## src/rtl/riscv_defines.sv

```systemverilog
// riscv_defines
//   Shared constants and types for the EX-stage execution units.
//   Holds the bit-op operator encodings and the bit-op unit state type.
//   Contents:
//     BIT_OP_WIDTH, BIT_OP_BITCOUNT, BIT_OP_REVERSE : operator_i encoding
//     BITOPS_DATA_WIDTH                             : operand/result width
//     bitops_state_e                                : bit-op unit FSM states
package riscv_defines;

  localparam int BIT_OP_WIDTH = 2;
  localparam logic [BIT_OP_WIDTH-1:0] BIT_OP_BITCOUNT = 2'd0;
  localparam logic [BIT_OP_WIDTH-1:0] BIT_OP_REVERSE  = 2'd1;

  localparam int BITOPS_DATA_WIDTH = 32;

  typedef enum logic [1:0] {
    BITOPS_IDLE = 2'd0,
    BITOPS_BUSY = 2'd1,
    BITOPS_DONE = 2'd2
  } bitops_state_e;

endpackage

```

## src/rtl/riscv_bitops_chunk.sv

```systemverilog
// riscv_bitops_chunk
//   Purely combinational per-chunk helper for the bit-op unit.
//   Ports:
//     chunk_i    [WIDTH]          : operand slice consumed this cycle
//     popcount_o [$clog2(WIDTH)+1] : number of set bits in chunk_i
//     bitrev_o   [WIDTH]          : chunk_i with its bit order reversed
module riscv_bitops_chunk #(
  parameter  int WIDTH = 8,
  localparam int PC_W  = $clog2(WIDTH) + 1
) (
  input  logic [WIDTH-1:0] chunk_i,
  output logic [PC_W-1:0]  popcount_o,
  output logic [WIDTH-1:0] bitrev_o
);

  always_comb begin
    popcount_o = '0;
    for (int i = 0; i < WIDTH; i++) begin
      popcount_o = popcount_o + PC_W'(chunk_i[i]);
    end
  end

  always_comb begin
    bitrev_o = '0;
    for (int i = 0; i < WIDTH; i++) begin
      bitrev_o[i] = chunk_i[WIDTH-1-i];
    end
  end

endmodule

```

## src/rtl/riscv_bitops_unit.sv

```systemverilog
// riscv_bitops_unit
//   Multi-cycle EX-stage unit for BITCOUNT (population count) and REVERSE
//   (bit reversal) of a 32-bit operand, BITS_PER_CYCLE bits per BUSY cycle.
//   Uses the same ready_o / ex_ready_i handshake as the multiplier.
//   Ports:
//     clk, rst_n  : core clock, asynchronous active-low reset
//     enable_i    : bit-op instruction present in EX
//     operator_i  : BIT_OP_BITCOUNT or BIT_OP_REVERSE
//     operand_i   : source operand (rs1), latched on acceptance
//     ex_ready_i  : pipeline takes the result this cycle
//     result_o    : result, valid while ready_o=1 in DONE (0 elsewhere)
//     ready_o     : unit can accept / result available
//     busy_o      : high in BUSY and DONE
module riscv_bitops_unit
  import riscv_defines::*;
#(
  parameter  int BITS_PER_CYCLE = 8,
  localparam int NUM_CHUNKS     = BITOPS_DATA_WIDTH / BITS_PER_CYCLE
) (
  input  logic                         clk,
  input  logic                         rst_n,
  input  logic                         enable_i,
  input  logic [BIT_OP_WIDTH-1:0]      operator_i,
  input  logic [BITOPS_DATA_WIDTH-1:0] operand_i,
  input  logic                         ex_ready_i,
  output logic [BITOPS_DATA_WIDTH-1:0] result_o,
  output logic                         ready_o,
  output logic                         busy_o
);

  localparam int DW    = BITOPS_DATA_WIDTH;
  localparam int BPC   = BITS_PER_CYCLE;
  localparam int PC_W  = $clog2(BPC) + 1;
  localparam int CNT_W = (NUM_CHUNKS > 1) ? $clog2(NUM_CHUNKS) : 1;

  if (BPC != 1 && BPC != 2 && BPC != 4 && BPC != 8 && BPC != 16 && BPC != 32) begin : g_bad_bpc
    $error("riscv_bitops_unit: BITS_PER_CYCLE must be 1, 2, 4, 8, 16 or 32");
  end

  bitops_state_e           state_q;
  logic [DW-1:0]           shift_q;
  logic [DW-1:0]           acc_q;
  logic [BIT_OP_WIDTH-1:0] op_q;
  logic [CNT_W-1:0]        cnt_q;

  logic                    known_op;
  logic                    start;
  logic [PC_W-1:0]         chunk_pc;
  logic [BPC-1:0]          chunk_rev;
  logic [DW-1:0]           shift_nxt;
  logic [DW-1:0]           acc_pop;
  logic [DW-1:0]           acc_rev;

  assign known_op = (operator_i == BIT_OP_BITCOUNT) || (operator_i == BIT_OP_REVERSE);
  assign start    = (state_q == BITOPS_IDLE) && enable_i && known_op;

  // Unknown operators are a single-cycle no-op: ready stays high in IDLE.
  assign ready_o  = (state_q == BITOPS_IDLE) ? ~(enable_i & known_op)
                                             : (state_q == BITOPS_DONE);
  assign busy_o   = (state_q != BITOPS_IDLE);
  // Gated so no partial or stale accumulator value ever leaves the unit.
  assign result_o = (state_q == BITOPS_DONE) ? acc_q : '0;

  riscv_bitops_chunk #(
    .WIDTH (BPC)
  ) u_chunk (
    .chunk_i    (shift_q[BPC-1:0]),
    .popcount_o (chunk_pc),
    .bitrev_o   (chunk_rev)
  );

  assign acc_pop = acc_q + {{(DW-PC_W){1'b0}}, chunk_pc};

  // The LSB chunk is consumed first; for REVERSE its reversed bits belong
  // at the top of the result, so earlier chunks are shifted up as later
  // ones are appended below.
  if (BPC == DW) begin : g_full_width
    assign shift_nxt = '0;
    assign acc_rev   = chunk_rev;
  end else begin : g_chunked
    assign shift_nxt = {{BPC{1'b0}}, shift_q[DW-1:BPC]};
    assign acc_rev   = {acc_q[DW-BPC-1:0], chunk_rev};
  end

  always_ff @(posedge clk or negedge rst_n) begin
    if (!rst_n) begin
      state_q <= BITOPS_IDLE;
      shift_q <= '0;
      acc_q   <= '0;
      op_q    <= BIT_OP_BITCOUNT;
      cnt_q   <= '0;
    end else begin
      case (state_q)
        BITOPS_IDLE: begin
          if (start) begin
            shift_q <= operand_i;
            acc_q   <= '0;
            op_q    <= operator_i;
            cnt_q   <= CNT_W'(NUM_CHUNKS - 1);
            state_q <= BITOPS_BUSY;
          end
        end
        BITOPS_BUSY: begin
          shift_q <= shift_nxt;
          acc_q   <= (op_q == BIT_OP_BITCOUNT) ? acc_pop : acc_rev;
          cnt_q   <= cnt_q - 1'b1;
          if (cnt_q == '0) begin
            state_q <= BITOPS_DONE;
          end
        end
        BITOPS_DONE: begin
          if (ex_ready_i) begin
            state_q <= BITOPS_IDLE;
          end
        end
        default: state_q <= BITOPS_IDLE;
      endcase
    end
  end

  a_no_ready_in_busy : assert property (@(posedge clk) disable iff (!rst_n)
    (state_q == BITOPS_BUSY) |-> !ready_o);

  a_bitcount_range : assert property (@(posedge clk) disable iff (!rst_n)
    (state_q == BITOPS_DONE && op_q == BIT_OP_BITCOUNT) |-> (acc_q <= 32'd32));

  a_legal_state : assert property (@(posedge clk) disable iff (!rst_n)
    (state_q == BITOPS_IDLE) || (state_q == BITOPS_BUSY) || (state_q == BITOPS_DONE));

endmodule
```

## config.mk

```make
export PLATFORM = sky130hd
export DESIGN_NAME = riscv_bitops_unit
export DESIGN_NICKNAME = d
export VERILOG_FILES = /design/src/rtl/riscv_defines.sv /design/src/rtl/riscv_bitops_chunk.sv /design/src/rtl/riscv_bitops_unit.sv
export SDC_FILE = /design/constraint.sdc
export NUM_CORES = 1
export LEC_CHECK = 0
export CAP_MARGIN = 10
export CORE_UTILIZATION = 55
export CTS_BUF_LIST = sky130_fd_sc_hd__clkbuf_8
export CTS_CLUSTER_DIAMETER = 50
export DETAILED_ROUTE_END_ITERATION = 16
export PLACE_DENSITY = 0.82
export SETUP_SLACK_MARGIN = 0.2
export SYNTH_ARGS = -nofsm -noshare
export SYNTH_HDL_FRONTEND = slang
export SYNTH_SLANG_ARGS = --single-unit
export TNS_END_PERCENT = 1
```

## constraint.sdc

```tcl
create_clock -name clk -period 12.5 [get_ports clk]
set_clock_uncertainty 0.05 [all_clocks]
set_input_delay 2.5 -clock clk [delete_from_list [all_inputs] [get_ports clk]]
set_output_delay 2.5 -clock clk [all_outputs]
set_load 0.01 [all_outputs]
```

Word level (Yosys, flattened, before mapping)
Cells that the tools add are included.
{"block": "totals", "mem_bits_ro": 0, "word_cells": 47, "mem_bits_rw": 0, "ff_bits": 70, "latch_bits": 0, "out_inout_bits": 34, "memories": 0, "input_bits": 38}
{"block": "op_classes", "n_div": 0, "reduce_logical": 12, "n_shift": 0, "n_bitwise": 2, "n_mux": 13, "order_cmp": 0, "n_eq_ne": 6, "addsub": 9, "mul": 0}
{"operator": "$mux 32", "count": 4}
{"operator": "$pmux 32 s2", "count": 2}
{"operator": "$add 32x4->32", "count": 1}
{"operator": "$add 4x1->4", "count": 6}
{"operator": "$logic_not 2->1", "count": 4}
{"operator": "$mux 2", "count": 4}
{"operator": "$ne 2x2->1 const B", "count": 3}
{"operator": "$pmux 2 s3", "count": 1}
{"operator": "$eq 2x1->1 const B", "count": 2}
{"operator": "$pmux 2 s2", "count": 1}
{"operator": "$reduce_and 2->1", "count": 2}
{"operator": "$reduce_bool 2->1", "count": 2}
{"operator": "$reduce_and 3->1", "count": 1}
{"operator": "$add 1x1->2", "count": 1}
{"operator": "$eq 2x2->1 const B", "count": 1}
{"operator": "$logic_and 1x1->1", "count": 2}
{"operator": "$sub 2x1->2 const B", "count": 1}
{"operator": "$and 1x1->1", "count": 1}
{"operator": "$logic_or 1x1->1", "count": 1}
{"operator": "$mux 1", "count": 1}
{"operator": "$not 1->1", "count": 1}

Depth between registers and ports, before layout
{"block": "logic_depth", "depth_word": 10, "mapped_depth": 14, "ltp_nobuf": 14}

By module
A second synthesis with hierarchy kept.
{"block": "unflattened", "cells_unflattened": 514, "hier_area_um2": 4347.9}
{"mod": "riscv_bitops_unit", "cells_each": 482, "instances": 1, "area_per_inst_um2": 4097.7, "seq_area_each_um2": 1751.7}
{"mod": "riscv_bitops_chunk", "cells_each": 32, "instances": 1, "area_per_inst_um2": 250.2, "seq_area_each_um2": 0.0}

Worst setup path after synthesis
OpenSTA, ideal clock, no wires.
{"block": "synth_path", "path_type": "input port to output port", "startpoint": "in operator_i[1]", "endpoint": "out ready_o", "setup_slack_ps": 6631, "t_required_ps": 9950, "path_stages": 4, "arrival_time_ps": 3319, "n_path_buf": 1, "path_cell_list": "nand2b_1 -> nor2_1 -> clkbuf_1 -> nor2_1"}
{"block": "synth_between", "elab_chain_len": 5, "elab_cells_between_ends": 6, "cone_classes": "eq/ne: 1; mux: 1; bitwise: 2; reduce/logical: 2"}
{"item": "from (decl)", "line_no": "riscv_bitops_unit.sv:23", "source": "input logic [BIT_OP_WIDTH-1:0] operator_i,"}
{"item": "$eq 2x1->1 / $logic_not 2->1 (equally long branches)", "line_no": "riscv_bitops_unit.sv:54", "source": "assign known_op = (operator_i == BIT_OP_BITCOUNT) || (operator_i == BIT_OP_REVERSE);"}
{"item": "$logic_or 1x1->1 *", "line_no": "riscv_bitops_unit.sv:54"}
{"item": "$and 1x1->1 *", "line_no": "riscv_bitops_unit.sv:58", "source": "assign ready_o = (state_q == BITOPS_IDLE) ? ~(enable_i & known_op)"}
{"item": "$not 1->1 *", "line_no": "riscv_bitops_unit.sv:58"}
{"item": "$mux 1 *", "line_no": "riscv_bitops_unit.sv:58"}
{"item": "to (decl)", "line_no": "riscv_bitops_unit.sv:27", "source": "output logic ready_o,"}
Every way passes the cells marked *; elsewhere a longest branch is shown, timed or not.

Worst setup path in the final report
Ends and elaborated chain as after synthesis.

==> impl_metrics.json <==
{
  "status": "finished, final reports clean",
  "core_area_mm2": 0.00733,
  "ys_async_sr_fraction": 1.00,
  "peakVddDrop_v": 0.000155,
  "ys.flop_type": "dfrtp_1",
  "drc": 0,
  "reg2reg_to": "acc_q[7]",
  "nets": 619,
  "post-place-ws_ns": 5.86,
  "powerDensity_mw_per_mm2": 276,
  "synth_nets": 561,
  "p_total_w": 0.00143,
  "layout_common_cells": "nand2_1 (98), dfrtp_1 (70), clkdlybuf4s50_1 (70), nor2_1 (49), a31oi_1 (29)",
  "rows": 31,
  "ctsHoldBuffers": 0,
  "endpoint": "ready_o",
  "crit_path_max_fanout": 34,
  "cp_num_cells": 6,
  "grt_pass1_wl_um": 18200,
  "cpPeakStageDelay_ns": 0.49,
  "worst-path-buf-inv": 3,
  "clock_path_buffers": 2,
  "vias": 4112,
  "finalCritPeriodShare": 0.531,
  "wl_um": 11100,
  "setup_tns_ns": 0,
  "die_h_um": 89.6,
  "setup_viol": 0,
  "reg2reg_slack_ns": 8.01,
  "antenna_found_initial": 0,
  "worst-setup-path-type": "primary input to output port",
  "yosysWarnings": 0,
  "path_common_cell": "clkdlybuf4s50_1",
  "rsz0062_at_grt": "no",
  "slew_viol_final": 0,
  "synth.avg_cell_area_um2": 8.27,
  "first_iter_violations": 415,
  "max-slew-margin-rel": 0.351,
  "critical_path.cell_chain": "clkdlybuf4s50_1 -> nand2b_1 -> nor2_2 -> buf_4 -> nor2_1 -> clkdlybuf4s50_1",
  "crit_start": "operator_i[1]",
  "ys_ff_latch": 70,
  "grt_overflow_total": 0,
  "clockRootBuffer": "clkbuf_8",
  "path_clk_slew_ns": 0.07,
  "postCtsSetupRepairBufs": 0,
  "critPathRequiredTime_ns": 9.95,
  "yosysSeqAreaShare": 0.415,
  "place_area_mm2": 0.00496,
  "dp_hpwl_um": 7570,
  "syn-instance-count": 510,
  "n_antenna_cell": 0,
  "grt_max_degree": 71,
  "maxCapViolations": 0,
  "fin_area_mm2": 0.00517,
  "critPathTopFamily": "buffers and inverters",
  "worst_slack_ns": 5.86,
  "reg2reg_from": "shift_q[0]",
  "crit_arrival_ns": 4.09,
  "start_util": 0.575,
  "synth.cell_area_mm2": 0.00422,
  "cts_tree": "yes",
  "fmax_ghz": 0.151,
  "cp-start-kind": "primary input",
  "dieArea_mm2": 0.00802,
  "grt_use_total": 0.301,
  "clk-insertion-delay-late_ns": 0.35,
  "synth-edff-count": 0,
  "period_needed_ns": 6.64,
  "p_leak_nw": 2.22,
  "area_growth_pct": 22.7,
  "die_w_um": 89.6,
  "layout_commonest_cell": "nand2_1",
  "htree_levels": 3,
  "avgViaCountPerCell": 6.12,
  "hold_viol": 0,
  "worst_slew_pin_slew_ns": 0.970,
  "worstHoldPathType": "flip-flop to flip-flop",
  "firstDrtPassIters": 5,
  "gp_congestion": 0.836,
  "end_kind": "output port",
  "numPortBuffers": 71,
  "wl_per_cell_um": 16.6,
  "io_pins": 72,
  "ys_types": 55,
  "rr_worst_depth": 13,
  "drive_gt1_frac": 0.0628,
  "ctsResizeCount": 0,
  "ant_nets": 0,
  "finish.utilization": 0.706,
  "cts_sinks": 70,
  "critPathSlowestCell": "clkdlybuf4s50_1",
  "numCtsBuffers": 9,
  "grt_pass1_vias": 3790
}
==> power by group <==
part | switching, W | leakage, nW | internal (W)
Sequential | 0.000100 | 0.893 | 0.000322
Combinational | 0.000494 | 1.22 | 0.000316
Clock | 0.0000906 | 0.109 | 0.000103
Total | 0.000685 | 2.22 | 0.000742
==> kinds of logic (layout without fill, tap and decap cells) <==
group / after synthesis / after routing / share of synthesized area
AOI/OAI and AO/OA: 127 / 127 / 0.196
xor gates and xnor gates: 3 / 3 / 0.00623
adders and majority gates: 13 / 13 / 0.0475
buffers and inverters: 54 / 117 / 0.0534
DFF: 70 / 70 / 0.415
muxes: 8 / 8 / 0.0190
and+or+nand+nor: 235 / 235 / 0.262
==> layer usage <==
layer	global-route usage	wire length, um
met1	0.399	4540
met2	0.485	5560
met3	0.0517	788
met4	0.136	243
met5	0	0
==> cells in the mapped netlist, types with 3 or more instances <==
library cell  instances  share of area
nor3_1                3         0.0036
o211ai_1              7          0.012
dfrtp_1              70           0.42
inv_1                23          0.020
and2_1               26          0.039
clkbuf_1             23          0.020
a21oi_1              23          0.027
a31oi_1              29          0.043
a21o_1                3         0.0053
ha_1                  8          0.024
nand4_1              15          0.022
fa_1                  5          0.024
and3_1                5         0.0074
or3_1                 3         0.0045
nand3_1              19          0.023
o21ai_1               6         0.0071
buf_2                 5         0.0059
o21ai_0              21          0.025
nor2b_1               4         0.0059
nor2_1               50          0.045
o311ai_1              5          0.010
a22oi_1               9          0.016
o311ai_0              3         0.0062
nand2_1              98          0.087
mux2i_1               8          0.019
==> worst register-to-register path, delay by kind of cell (launching register included) <==
family / cells / cell delay, ns
AOI/OAI and AO/OA: 4 / 1.00
adders and majority gates: 6 / 2.49
buffers and inverters: 2 / 0.12
DFF: 1 / 0.43
and+or+nand+nor: 1 / 0.33
==> stage by stage <==
step	std cells	hold WS, ns
finish	672	0.454
CTS	671	0.458
detailed placement	655	0.445
global placement	655	0.433
global route	672	0.491
floorplan	510	0.411
==> how the worst min path moves through the flow <==
stage / startpoint / endpoint / slack (ns) / depth (start not counted)
after global routing: op_q[1] / op_q[1] / 0.49 / 1
after global placement: op_q[0] / op_q[0] / 0.43 / 2
after detailed placement: cnt_q[0] / cnt_q[0] / 0.44 / 1
after floorplan: op_q[0] / op_q[0] / 0.41 / 2
after CTS: cnt_q[0] / cnt_q[0] / 0.46 / 1
final: cnt_q[0] / cnt_q[0] / 0.45 / 1
==> registers in the layout (all words and copies together) (netlist names) <==
name     flops
op_q         2
acc_q       32
state_q      2
cnt_q        2
shift_q     32
==> final cells by class <==
| cell class | count | area, um^2 |
|---|---|---|
| clock buffer | 11 | 151 |
| clock inverter | 5 | 57.6 |
| fill | 567 | 2160 |
| inverter | 23 | 86.3 |
| multi-input combinational | 386 | 2240 |
| sequential | 70 | 1750 |
| tap | 99 | 124 |
| timing repair buffer | 78 | 758 |
Note: power is estimated with default switching activity, not from simulation.
